==> src/rtl/hazard_stall_unit.sv <==
// hazard_stall_unit: stall/flush control for the 5-stage rv32i pipeline.
// Covers the hazards bypass cannot: load-use, data-memory wait and
// taken-branch squash. Stall/flush outputs are combinational from the
// current state and inputs; state, wait watchdog and perf counter are
// registered.
module hazard_stall_unit #(
    parameter int unsigned TIMEOUT = 256,  // MEM_WAIT cycles before timeout_err (>=2)
    parameter int unsigned PERF_W  = 32    // width of stall_cycles
) (
    input  logic              clk,
    input  logic              rst_n,
    input  logic [4:0]        id_rs1_s,
    input  logic [4:0]        id_rs2_s,
    input  logic              id_uses_rs1,
    input  logic              id_uses_rs2,
    input  logic              ex_mem_read,
    input  logic [4:0]        ex_rd_s,
    input  logic              ex_br_taken,
    input  logic              dmem_req,
    input  logic              dmem_resp,
    output logic              pc_stall,
    output logic              if_id_stall,
    output logic              id_ex_stall,
    output logic              ex_mem_stall,
    output logic              mem_wb_stall,
    output logic              if_id_flush,
    output logic              id_ex_flush,
    output logic [PERF_W-1:0] stall_cycles,
    output logic              timeout_err
);

    localparam int unsigned CNT_W = $clog2(TIMEOUT + 1);
    localparam logic [CNT_W-1:0] TIMEOUT_C = CNT_W'(TIMEOUT);

    typedef enum logic [1:0] {
        S_RUN      = 2'd0,
        S_BUBBLE   = 2'd1,
        S_MEM_WAIT = 2'd2
    } state_e;

    state_e              state_q, state_d;
    logic [CNT_W-1:0]    wait_cnt_q, wait_cnt_d;
    logic [PERF_W-1:0]   stall_cycles_q, stall_cycles_d;
    logic                timeout_err_q, timeout_err_d;

    logic memwait;
    logic lu_raw;
    logic lu;

    // Hazard detection: memory wait and load-use (masked while EX holds the bubble)
    always_comb begin
        memwait = dmem_req & ~dmem_resp;
        lu_raw  = ex_mem_read && (ex_rd_s != 5'd0) &&
                  ((id_uses_rs1 && (id_rs1_s == ex_rd_s)) ||
                   (id_uses_rs2 && (id_rs2_s == ex_rd_s)));
        lu      = lu_raw && (state_q != S_BUBBLE);
    end

    // Stall/flush generation with priority memwait > branch > load-use
    always_comb begin
        // NOTE: every output gets a default first so no latch is inferred.
        pc_stall     = 1'b0;
        if_id_stall  = 1'b0;
        id_ex_stall  = 1'b0;
        ex_mem_stall = 1'b0;
        mem_wb_stall = 1'b0;
        if_id_flush  = 1'b0;
        id_ex_flush  = 1'b0;
        if (rst_n) begin
            if (memwait) begin
                // Whole pipe frozen; a pending branch stays in EX and acts later.
                pc_stall     = 1'b1;
                if_id_stall  = 1'b1;
                id_ex_stall  = 1'b1;
                ex_mem_stall = 1'b1;
                mem_wb_stall = 1'b1;
            end else if (ex_br_taken) begin
                // Squash the two younger instructions; lu on the ID one is moot.
                if_id_flush  = 1'b1;
                id_ex_flush  = 1'b1;
            end else if (lu) begin
                // Hold PC and IF/ID one cycle and push a NOP into EX.
                pc_stall     = 1'b1;
                if_id_stall  = 1'b1;
                id_ex_flush  = 1'b1;
            end
        end
    end

    // Next-state for FSM, wait watchdog and stall performance counter
    always_comb begin
        state_d        = state_q;
        wait_cnt_d     = wait_cnt_q;
        stall_cycles_d = stall_cycles_q;
        timeout_err_d  = timeout_err_q;

        // The same rules apply in every state; BUBBLE differs only via lu masking,
        // and MEM_WAIT exits through the normal branch/lu evaluation on resp.
        if (memwait) begin
            state_d = S_MEM_WAIT;
        end else if (lu && !ex_br_taken) begin
            state_d = S_BUBBLE;
        end else begin
            state_d = S_RUN;
        end

        if (state_q == S_MEM_WAIT) begin
            if (wait_cnt_q != TIMEOUT_C) begin
                wait_cnt_d = wait_cnt_q + 1'b1;
            end
            if (wait_cnt_d == TIMEOUT_C) begin
                timeout_err_d = 1'b1;
            end
        end else if (memwait) begin
            wait_cnt_d = '0;
        end

        if (pc_stall && (stall_cycles_q != {PERF_W{1'b1}})) begin
            stall_cycles_d = stall_cycles_q + 1'b1;
        end
    end

    // State, counter and sticky error registers
    always_ff @(posedge clk or negedge rst_n) begin
        if (!rst_n) begin
            state_q        <= S_RUN;
            wait_cnt_q     <= '0;
            stall_cycles_q <= '0;
            timeout_err_q  <= 1'b0;
        end else begin
            // NOTE: sequential state uses non-blocking assignments so every
            // register samples the pre-edge values.
            state_q        <= state_d;
            wait_cnt_q     <= wait_cnt_d;
            stall_cycles_q <= stall_cycles_d;
            timeout_err_q  <= timeout_err_d;
        end
    end

    assign stall_cycles = stall_cycles_q;
    assign timeout_err  = timeout_err_q;

endmodule

==> config.mk <==
export PLATFORM = sky130hd
export DESIGN_NAME = hazard_stall_unit
export DESIGN_NICKNAME = d
export VERILOG_FILES = /design/src/rtl/hazard_stall_unit.sv
export SDC_FILE = /design/constraint.sdc
export NUM_CORES = 1
export LEC_CHECK = 0
export BUFFER_PORTS_ARGS = -buffer_cell sky130_fd_sc_hd__buf_2
export CAP_MARGIN = 30
export CORE_MARGIN = 2
export CORE_UTILIZATION = 25
export CTS_CLUSTER_SIZE = 10
export DETAILED_ROUTE_END_ITERATION = 10
export GPL_TIMING_DRIVEN = 0
export PLACE_DENSITY = 0.56
export SLEW_MARGIN = 20
export SYNTH_ARGS = -nofsm -noshare
export SYNTH_HDL_FRONTEND = slang
export SYNTH_SLANG_ARGS = --single-unit
==> constraint.sdc <==
create_clock -name clk -period 2.4 [get_ports clk]
set_input_delay 0 -clock clk [delete_from_list [all_inputs] [get_ports clk]]
set_output_delay 0 -clock clk [all_outputs]
set_load 0.1 [all_outputs]
Yosys cells after proc, flatten, opt, wreduce, memory -nomap -nowiden
Index checks and enable logic that the tools add are counted.
- register bits: 44
- latch bits: 0
- RAM bits: 0
- ROM bits: 0
- input port bits: 23
- output and inout port bits: 40
- logic and storage cells: 45
- memories kept: 0
- add/sub/neg operators: 2
- multiply operators: 0
- div/mod/pow operators: 0
- magnitude comparators: 0
- equality and inequality tests: 7
- shifts and indexed selects: 0
- muxes and demuxes: 18
- bitwise logic cells: 2
- reduce and logical (&&, ||, !) cells: 12
- operators with widths (kind ; count):
    9-bit two-way mux ; 4
    32-bit by 1-bit adder with 32-bit output, second input constant ; 1
    32-bit != test, second input constant ; 1
    1-bit two-way mux ; 13
    5-bit equality test ; 2
    9-bit by 1-bit adder with 9-bit output, second input constant ; 1
    9-bit equality test, second input constant ; 1
    9-bit != test, second input constant ; 1
    1-bit logical AND ; 7
    5-bit nonzero test ; 1
    2-bit equality test, second input constant ; 1
    2-bit two-way mux ; 1
    2-bit by 1-bit != test with 1-bit output, second input constant ; 1
    2-bit AND reduction ; 1
    2-bit nonzero test ; 1
    1-bit AND ; 1
    1-bit zero test ; 1
    1-bit logical OR ; 1
    1-bit inverter ; 1

Longest topological paths before layout
Gate-level depths: netlist of the first run.
- depth in word-level cells: 10
- mapped depth: 8
- depth with buffers taken out: 8

Least setup slack after synthesis of the first run
OpenSTA, ideal clock, no wires.
- kind: register to register
- start point: register stall_cycles_q[5] (netlist: stall_cycles[5])
- end point: register stall_cycles_q[25] (netlist: stall_cycles[25])
- library setup time: 0.163 ns
- arrival: 2.406 ns
- required time: 2.237 ns
- path slack: -0.169 ns
- stages on the path, launching flop included: 8
- path buffers: 2
- period minus slack after synthesis: 2.569 ns
- cell sequence: dfrtp_1 nand3_1 nor3_4 and4_1 buf_4 buf_4 nor3_1 xor2_1
- longest elaborated chain between the ends: 2
- elaborated cells on any way between the ends: 3
- classes of those cells: add/sub: 1; eq/ne: 1; reduce/logical: 1
- RTL lines (what ; RTL line ; RTL):
    start: declaration ; 43 ; logic [PERF_W-1:0] stall_cycles_q, stall_cycles_d;
    start signal: assignment ; 135 ; stall_cycles_q <= stall_cycles_d;
    parallel branches: the longest is 2 deep, another holds 32-bit by 1-bit adder with 32-bit output ; - ;
Several ways; the timed one is not identified.
A chain may end at the register's enable or synchronous reset.

Worst setup path after layout of the first run
- start point: input rst_n
- end point: output pc_stall
- longest elaborated chain between the ends: 1
- RTL lines (what ; RTL line ; RTL):
    start: declaration ; 11 ; input logic rst_n,
    1-bit two-way mux ; 69 ; if (rst_n) begin
    end: declaration ; 21 ; output logic pc_stall,
No other way between the ends.

==> results.json, run 1 <==
{
  "setup_viol": 0,
  "arrival_ns": 2.14,
  "ys_top_cells_by_area": "dfrtp_1 44%, xor2_1 9.7%, xnor2_1 5.9%",
  "fin_setup_tns_ns": 0,
  "path_cells": "dlygate4sd3_1 > buf_2 > nor3b_2 > a21oi_4 > buf_4 > inv_1 > buf_4 > buf_2",
  "synthCells": 260,
  "synth_top_area_frac": 0.437,
  "sequential_cell_area_um2": 1110,
  "final_common_cell": "buf_2",
  "hold_class": "in -> reg",
  "numCtsBuffers": 5,
  "status": "finished clean",
  "worstSetupStartpointType": "input pin",
  "finalCritPeriodShare": 0.892,
  "initial_utilization": 0.258,
  "yosys_register_bits": 44,
  "fin_crit_ns": 2.14,
  "die_h_um": 104,
  "tightest_slew_ns": 0.541,
  "finalMaxSlewViolations": 0,
  "die_area_um2": 10900,
  "grtUsageTotal": 0.112,
  "firstDrtPassIters": 4,
  "crit_slowest_cell": "dlygate4sd3_1",
  "fp.dieW_um": 104,
  "clock_path_buffers": 2,
  "grt_max_degree": 29,
  "num_io_pins": 63,
  "clk_pin_slew_ns": 0.08,
  "p_leak_uw": 0.00156,
  "clk_latency_ns": 0.30,
  "drive_gt1_frac": 0.296,
  "drt_iter0_markers": 84,
  "place.gp.congestion": 0.785,
  "seq_area_frac_synth": 0.437,
  "core_area_um2": 9770,
  "grt_pass1_wl_um": 10000,
  "nFillCells": 1052,
  "synthesis.area_um2": 2520,
  "post-synth-top-area-cell": "dfrtp_1",
  "numPortBuffers": 62,
  "cp_data_required_time_ns": 2.40,
  "dp_hpwl_um": 4580,
  "cts_root_buf": "clkbuf_8",
  "criticalPathCategory": "in -> out",
  "path_max_fanout": 20,
  "worst_slack_ns": 0.259,
  "syn_nets": 286,
  "place_ws_ns": 0.383,
  "ys_warn_count": 0,
  "peakVddDrop_mv": 0.544,
  "max_stage_delay_ns": 0.52,
  "fmax_ghz": 0.467,
  "ant_nets": 0,
  "vias_per_cell": 4.62,
  "route.detailed.wl_per_inst_um": 12.7,
  "drt_wl_total_um": 5910,
  "cts_tree": "yes",
  "synth_edf_count": 0,
  "rsz0062_at_grt": "no",
  "multiInputGateArea_um2": 1310,
  "syn_to_final_growth_pct": 25.8,
  "cp-end-kind": "output port",
  "grt.overflow.total": 0,
  "cts_resized": 0,
  "hold_viol_final": 0,
  "cts_max_level": 2,
  "ys.flop_type": "dfrtp_1",
  "post_cts_buffers": 0,
  "fin_skew_ns": 0.00849,
  "diodes": 0,
  "syn_area_per_cell_um2": 9.69,
  "layout_common_cells": "64 x buf_2, 33 x dfrtp_1, 28 x xor2_1, 19 x nor3_1",
  "drc": 0,
  "nets": 359,
  "num_rows": 36,
  "slew-limit-headroom": 0.638,
  "vias": 2158,
  "maxCapViolations": 0,
  "antenna_found_initial": 0,
  "synth.distinct_cells": 41,
  "power_density_nw_per_um2": 700,
  "synthArstFlopShare": 1.00,
  "cts.sinks": 44,
  "grt_pass1_vias": 2132
}
-- Yosys cell counts (2+ instances only) --
cell / n
nor4b_1: 2
nand4_1: 14
nand2_1: 18
and3_1: 11
xor2_1: 28
buf_2: 2
ha_1: 3
nand3_1: 17
o21ai_0: 10
nor2b_1: 2
nor3b_1: 2
o31ai_1: 4
xnor2_1: 17
nor4_1: 6
a21o_1: 2
nor3_1: 19
buf_4: 7
nand4b_1: 2
dfrtp_1: 44
nand2b_1: 3
and2_1: 3
inv_1: 8
nor2_1: 18
-- critical path: cells and delay by family --
family	cells	cell delay [ns]
buf+inv	6	1.69
compound gates	1	0.11
simple gates	1	0.33
-- worst paths after layout --
path / start / to / slack [ns] / depth (start not counted)
max in group asynchronous: rst_n / stall_cycles[10]$_DFFE_PN0P_ / 1.69 / 3
worst min register to register: timeout_err$_DFFE_PN0P_ / timeout_err$_DFFE_PN0P_ / 0.48 / 1
worst max-delay path: rst_n / pc_stall / 0.26 / 8
worst max register to register: stall_cycles[0]$_DFFE_PN0P_ / stall_cycles[11]$_DFFE_PN0P_ / 0.35 / 8
worst min-delay path: dmem_req / state_q[1]$_DFF_PN0_ / 0.02 / 2
min in group asynchronous: rst_n / wait_cnt_q[8]$_DFFE_PN0P_ / 0.19 / 2
-- power breakdown --
group	total (µW)	internal, µW	switching (µW)
combinational	764	154	610
sequential	896	811	84.2
clock	558	309	249
total	2220	1270	943
-- per-stage QoR --
step / area, µm² / util / hold WS, ns / total power (µW) / instances
floorplan: 2530 / - / -0.296 / 1500 / 260
global placement: 3010 / 0.308 / 0.214 / 1670 / 455
detailed placement: 3030 / 0.310 / -0.0207 / 1680 / 456
CTS: 3170 / 0.324 / 0.0160 / 2250 / 467
global route: 3170 / 0.324 / 0.0249 / 2340 / 467
finish: 3170 / 0.324 / 0.0193 / 2220 / 467
-- flip-flops by register name, indices dropped and copies added (netlist names) --
register      cells
state_q           2
stall_cycles     32
timeout_err       1
wait_cnt_q        9
-- layout make-up --
type                    count  area share
well taps                 133      0.0525
repair buffers             66       0.114
inverters                   8     0.00948
clock buffers               6      0.0229
multi-input cells         196       0.413
flip-flops and latches     44       0.352
plain buffers              12      0.0257
clock inverters             2      0.0111
-- timing repair --
item                       CTS  global route
hold endpoints to repair    18             0
setup endpoints to repair    0             0
hold buffers                 3             0
-- cells by family (layout without fill, tap and decap cells) --
kind of cell | count (synthesis) | in the layout | share of synthesized area
AO/OA/AOI/OAI | 24 | 24 | 0.0686
XOR/XNOR | 45 | 45 | 0.156
adder cells (fa/ha/maj) | 3 | 3 | 0.0149
buffers and inverters | 20 | 94 | 0.0442
flip-flops | 44 | 44 | 0.437
multiplexers | 1 | 1 | 0.00447
AND/OR/NAND/NOR | 123 | 123 | 0.274
-- metal layers --
layer	vias to the layer above	routed length, µm	GRT usage	part of all wire
met5	-	0	0	0
met4	0	68	0.0319	0.012
met3	5	390	0.0326	0.066
met2	62	2770	0.189	0.47
met1	1028	2690	0.138	0.45
li1	1063	-	-	-
No activity file was read; power rests on OpenSTA's default activity.
==> run 2: changes to the inputs <==
- CORE_UTILIZATION: 25 -> 45
- CTS_BUF_LIST: unset -> sky130_fd_sc_hd__clkbuf_2 sky130_fd_sc_hd__clkbuf_4 sky130_fd_sc_hd__clkbuf_8
- PLACE_DENSITY: 0.56 -> 0.81
- RECOVER_POWER: unset -> 25
==> results.json, run 2 (same netlist as run 1, synthesis figures left out) <==
{
  "status": "finished clean",
  "grt.overflow.total": 0,
  "cts_max_level": 2,
  "cts_root_buf": "clkbuf_8",
  "cts_tree": "yes",
  "fin_skew_ns": 0.0103,
  "cts.sinks": 44,
  "antenna_found_initial": 0,
  "worst_slack_ns": 0.301,
  "grtUsageTotal": 0.193,
  "fin_setup_tns_ns": 0,
  "place.gp.congestion": 0.818,
  "numPortBuffers": 62,
  "largest_reg_flops": 32,
  "crit_slowest_cell": "dlygate4sd3_1",
  "post_cts_buffers": 0,
  "grt_pass1_vias": 2046,
  "firstDrtPassIters": 4,
  "num_rows": 27,
  "core_area_um2": 5440,
  "fin_cells": 406,
  "crit_family": "buffers and inverters",
  "p_leak_uw": 0.00157,
  "drc": 0,
  "place_inst": 395,
  "path_max_fanout": 20,
  "worstSetupStartpointType": "input pin",
  "place_ws_ns": 0.366,
  "path_cells": "dlygate4sd3_1 > buf_2 > nor3b_2 > a21oi_4 > buf_4 > inv_1 > buf_4 > buf_2",
  "vias_per_cell": 5.40,
  "vias": 2193,
  "grt_max_degree": 29,
  "clock_path_buffers": 2,
  "clk_pin_slew_ns": 0.09,
  "crit_buf_inv": 6,
  "finalCritPeriodShare": 0.875,
  "cp_data_required_time_ns": 2.40,
  "nets": 359,
  "fmax_ghz": 0.476,
  "clk_latency_ns": 0.30,
  "tightest_slew_ns": 1.24,
  "power_density_nw_per_um2": 728,
  "criticalPathCategory": "in -> out",
  "cts_hold_buf": 3,
  "die_area_um2": 6210,
  "power.total_uw": 2250,
  "cts_resized": 0,
  "drt_wl_total_um": 5640,
  "fin_crit_ns": 2.10,
  "die_h_um": 78.8,
  "fp.dieW_um": 78.8,
  "maxCapViolations": 0,
  "drt_iter0_markers": 144,
  "ant_nets": 0,
  "initial_utilization": 0.463,
  "drive_gt1_frac": 0.296,
  "route.detailed.wl_per_inst_um": 13.9,
  "setup_viol": 0,
  "max_stage_delay_ns": 0.52,
  "slew-limit-headroom": 0.177,
  "peakVddDrop_mv": 0.848,
  "final_common_cell": "buf_2",
  "finalMaxSlewViolations": 0,
  "nFillCells": 475,
  "diodes": 0,
  "fin_util": 0.570,
  "num_io_pins": 63,
  "grt_pass1_wl_um": 9470,
  "arrival_ns": 2.10,
  "dp_hpwl_um": 4140,
  "numCtsBuffers": 5,
  "layout_common_cells": "64 x buf_2, 33 x dfrtp_1, 28 x xor2_1, 19 x nor3_1",
  "cp-end-kind": "output port",
  "hold_class": "in -> reg",
  "rsz0062_at_grt": "no",
  "hold_viol_final": 0,
  "syn_to_final_growth_pct": 23.0
}
-- run 2: cell types whose count changed in the layout (fill, tap and decap cells not counted), sizes merged --
cell          previous run  this run
buf                     74        73
dlymetal6s4s             0         1
-- run 2: final timing paths --
| path | start | endpoint | slack [ns] | cells past startpoint |
|---|---|---|---|---|
| setup reg to reg | stall_cycles[0]$_DFFE_PN0P_ | stall_cycles[11]$_DFFE_PN0P_ | 0.32 | 8 |
| max in group asynchronous | rst_n | stall_cycles[8]$_DFFE_PN0P_ | 0.56 | 3 |
| hold / removal | dmem_req | state_q[1]$_DFF_PN0_ | 0.005 | 2 |
| hold reg to reg | timeout_err$_DFFE_PN0P_ | timeout_err$_DFFE_PN0P_ | 0.48 | 1 |
| min in group asynchronous | rst_n | wait_cnt_q[2]$_DFFE_PN0P_ | 0.15 | 2 |
| setup / recovery | rst_n | pc_stall | 0.30 | 8 |
-- run 2: worst register-to-register path, cell delays in order, from the launching register on --
cell     delay (ns)
dfrtp_2        0.40
ha_1           0.18
nand3_1        0.17
nor4_1         0.35
and4_1         0.24
buf_4          0.19
buf_4          0.20
nor3_1         0.08
xor2_1         0.14
-- run 2: layer usage --
metal	track usage	share of wire	up-vias
met5	0	0	-
met4	0.0707	0.015	0
met3	0.0341	0.062	6
met2	0.319	0.48	90
met1	0.255	0.44	1032
li1	-	-	1065
-- run 2: power by group --
| group | leakage, µW | internal, µW | switching [µW] |
|---|---|---|---|
| Combinational | 0.000942 | 153 | 606 |
| Clock | 0.0000614 | 340 | 260 |
| Sequential | 0.000568 | 811 | 84.8 |
| Total | 0.00157 | 1300 | 950 |
-- run 2: area by class of cell --
class	instances	area, µm²	area share
sequential	44	1110	0.360
tap	72	90.1	0.0291
inverter	8	30.0	0.00969
clock buffer	6	82.6	0.0267
buffer	12	81.3	0.0263
clock inverter	2	38.8	0.0125
timing repair buffer	66	353	0.114
multi-input combinational	196	1310	0.422
-- run 2: stage by stage --
stage | hold WS [ns] | area (µm²)
6_report | 0.00495 | 3100
5_1_grt | 0.0181 | 3100
4_1_cts | 0.00343 | 3110
3_5_place_dp | -0.0346 | 2950
3_3_place_gp | 0.210 | 2930
2_1_floorplan | -0.296 | 2530
==> run 3: changes to the inputs <==
- SETUP_SLACK_MARGIN: unset -> 0.4
==> results.json, run 3 (same netlist as run 1, synthesis figures left out) <==
{
  "finalCritPeriodShare": 0.802,
  "hold_viol_final": 0,
  "power.total_uw": 2330,
  "cp-end-kind": "output port",
  "dp_hpwl_um": 4310,
  "rr_worst_depth": 8,
  "grt_max_degree": 26,
  "final_common_cell": "buf_2",
  "hold_path_depth": 2,
  "drt_wl_total_um": 5860,
  "hold_end": "state_q[1]$_DFF_PN0_",
  "cpMostUsedCell": "buf_4",
  "clock_path_buffers": 2,
  "path_cells": "dlygate4sd3_1 > clkbuf_1 > buf_16 > nor3b_2 > a21oi_4 > buf_6 > clkinvlp_4 > buf_4 > buf_4",
  "slew-limit-headroom": 0.203,
  "fp.dieW_um": 78.8,
  "antenna_found_initial": 0,
  "diodes": 0,
  "nFillCells": 441,
  "multiInputGateArea_um2": 1420,
  "status": "finished clean",
  "max_stage_delay_ns": 0.52,
  "final_cell_area_um2": 3340,
  "setup_viol": 0,
  "drc": 0,
  "place_area_um2": 3130,
  "peakVddDrop_mv": 1.18,
  "path_max_fanout": 25,
  "cts_max_level": 2,
  "clk_pin_slew_ns": 0.09,
  "maxCapViolations": 0,
  "numCtsBuffers": 5,
  "num_rows": 27,
  "drive_gt1_frac": 0.421,
  "largest_reg_flops": 32,
  "numPortBuffers": 62,
  "initial_utilization": 0.463,
  "rr_startpoint": "stall_cycles[0]$_DFFE_PN0P_",
  "cts_tree": "yes",
  "place.gp.congestion": 0.797,
  "ant_nets": 0,
  "finalMaxSlewViolations": 0,
  "crit_slowest_cell": "dlygate4sd3_1",
  "p_leak_uw": 0.00154,
  "fmax_ghz": 0.520,
  "layout_common_cells": "61 x buf_2, 28 x xor2_1, 20 x dfrtp_4, 18 x nand2_1",
  "grt_pass1_wl_um": 9700,
  "firstDrtPassIters": 4,
  "cts_root_buf": "clkbuf_8",
  "drt_iter0_markers": 118,
  "grt.overflow.total": 0,
  "fin_setup_tns_ns": 0,
  "core_area_um2": 5440,
  "fin_crit_ns": 1.92,
  "sequential_cell_area_um2": 1190,
  "fin_skew_ns": 0.00896,
  "criticalPathCategory": "in -> out",
  "power_density_nw_per_um2": 697,
  "route.detailed.wl_per_inst_um": 14.3,
  "vias": 2193,
  "fin_util": 0.614,
  "vias_per_cell": 5.36,
  "grt_pass1_vias": 2153,
  "syn_to_final_growth_pct": 32.6,
  "min_from": "dmem_req",
  "arrival_ns": 1.92,
  "clk_latency_ns": 0.30,
  "cp_data_required_time_ns": 2.40,
  "die_area_um2": 6210,
  "tightest_slew_ns": 1.19,
  "rsz0062_at_grt": "yes",
  "num_io_pins": 63,
  "grtUsageTotal": 0.196,
  "hold_class": "in -> reg",
  "nets": 362,
  "cts.sinks": 44,
  "die_h_um": 78.8,
  "worstSetupStartpointType": "input pin",
  "reg2reg_to": "stall_cycles[25]$_DFFE_PN0P_",
  "reg2reg_slack_ns": 0.49
}
run 3: power by group:
part	internal [µW]	total [µW]	leakage, µW	switching (µW)
registers	832	935	0.000534	103
clock network	340	600	0.0000614	260
logic	175	792	0.000945	617
total	1350	2330	0.00154	979
run 3: worst max-delay path, delay by kind of cell:
| kind | cells | cell delay [ns] |
|---|---|---|
| buffers and inverters | 7 | 1.54 |
| and+or+nand+nor | 1 | 0.26 |
| AOI/OAI and AO/OA | 1 | 0.11 |
run 3: layer usage:
| metal | vias up | routed length, µm | share of wire | track usage |
|---|---|---|---|---|
| met1 | 1049 | 2550 | 0.43 | 0.257 |
| met3 | 4 | 373 | 0.064 | 0.0364 |
| li1 | 1067 | - | - | - |
| met4 | 0 | 48 | 0.0082 | 0.0534 |
| met2 | 73 | 2890 | 0.49 | 0.336 |
| met5 | - | 0 | 0 | 0 |
run 3: what timing repair did:
action	CTS	global route
resized for setup	1	10
setup buffers	0	2
endpoints found under the setup margin	1	21
pin swaps	0	4
endpoints found under the hold margin	24	0
hold buffers	4	0
run 3: cell type report:
| type | instances | share of cell area |
|---|---|---|
| Multi-Input combinational cell | 196 | 0.424 |
| Sequential cell | 44 | 0.357 |
| Timing Repair Buffer | 69 | 0.117 |
| Buffer | 12 | 0.0292 |
| Tap cell | 72 | 0.0270 |
| Clock buffer | 6 | 0.0247 |
| Clock inverter | 2 | 0.0116 |
| Inverter | 8 | 0.0101 |
run 3: stage by stage:
stage	setup slack (ns)	instances	hold slack, ns
finish	0.475	409	0.0152
global route	0.342	409	0.0238
CTS	0.420	407	0.0144
detailed placement	0.477	395	0.0271
global placement	0.328	394	0.211
floorplan	0.364	260	-0.296
run 3: how the worst max path moves through the flow:
stage | slack, ns | end | startpoint
after floorplan | 0.36 | stall_cycles[29]$_DFFE_PN0P_ | stall_cycles[0]$_DFFE_PN0P_
after global placement | 0.33 | stall_cycles[30]$_DFFE_PN0P_ | rst_n
after detailed placement | 0.48 | stall_cycles[30]$_DFFE_PN0P_ | rst_n
after CTS | 0.42 | if_id_stall | state_q[0]$_DFF_PN0_
after global routing | 0.34 | stall_cycles[26]$_DFFE_PN0P_ | stall_cycles[18]$_DFFE_PN0P_
final | 0.48 | pc_stall | rst_n
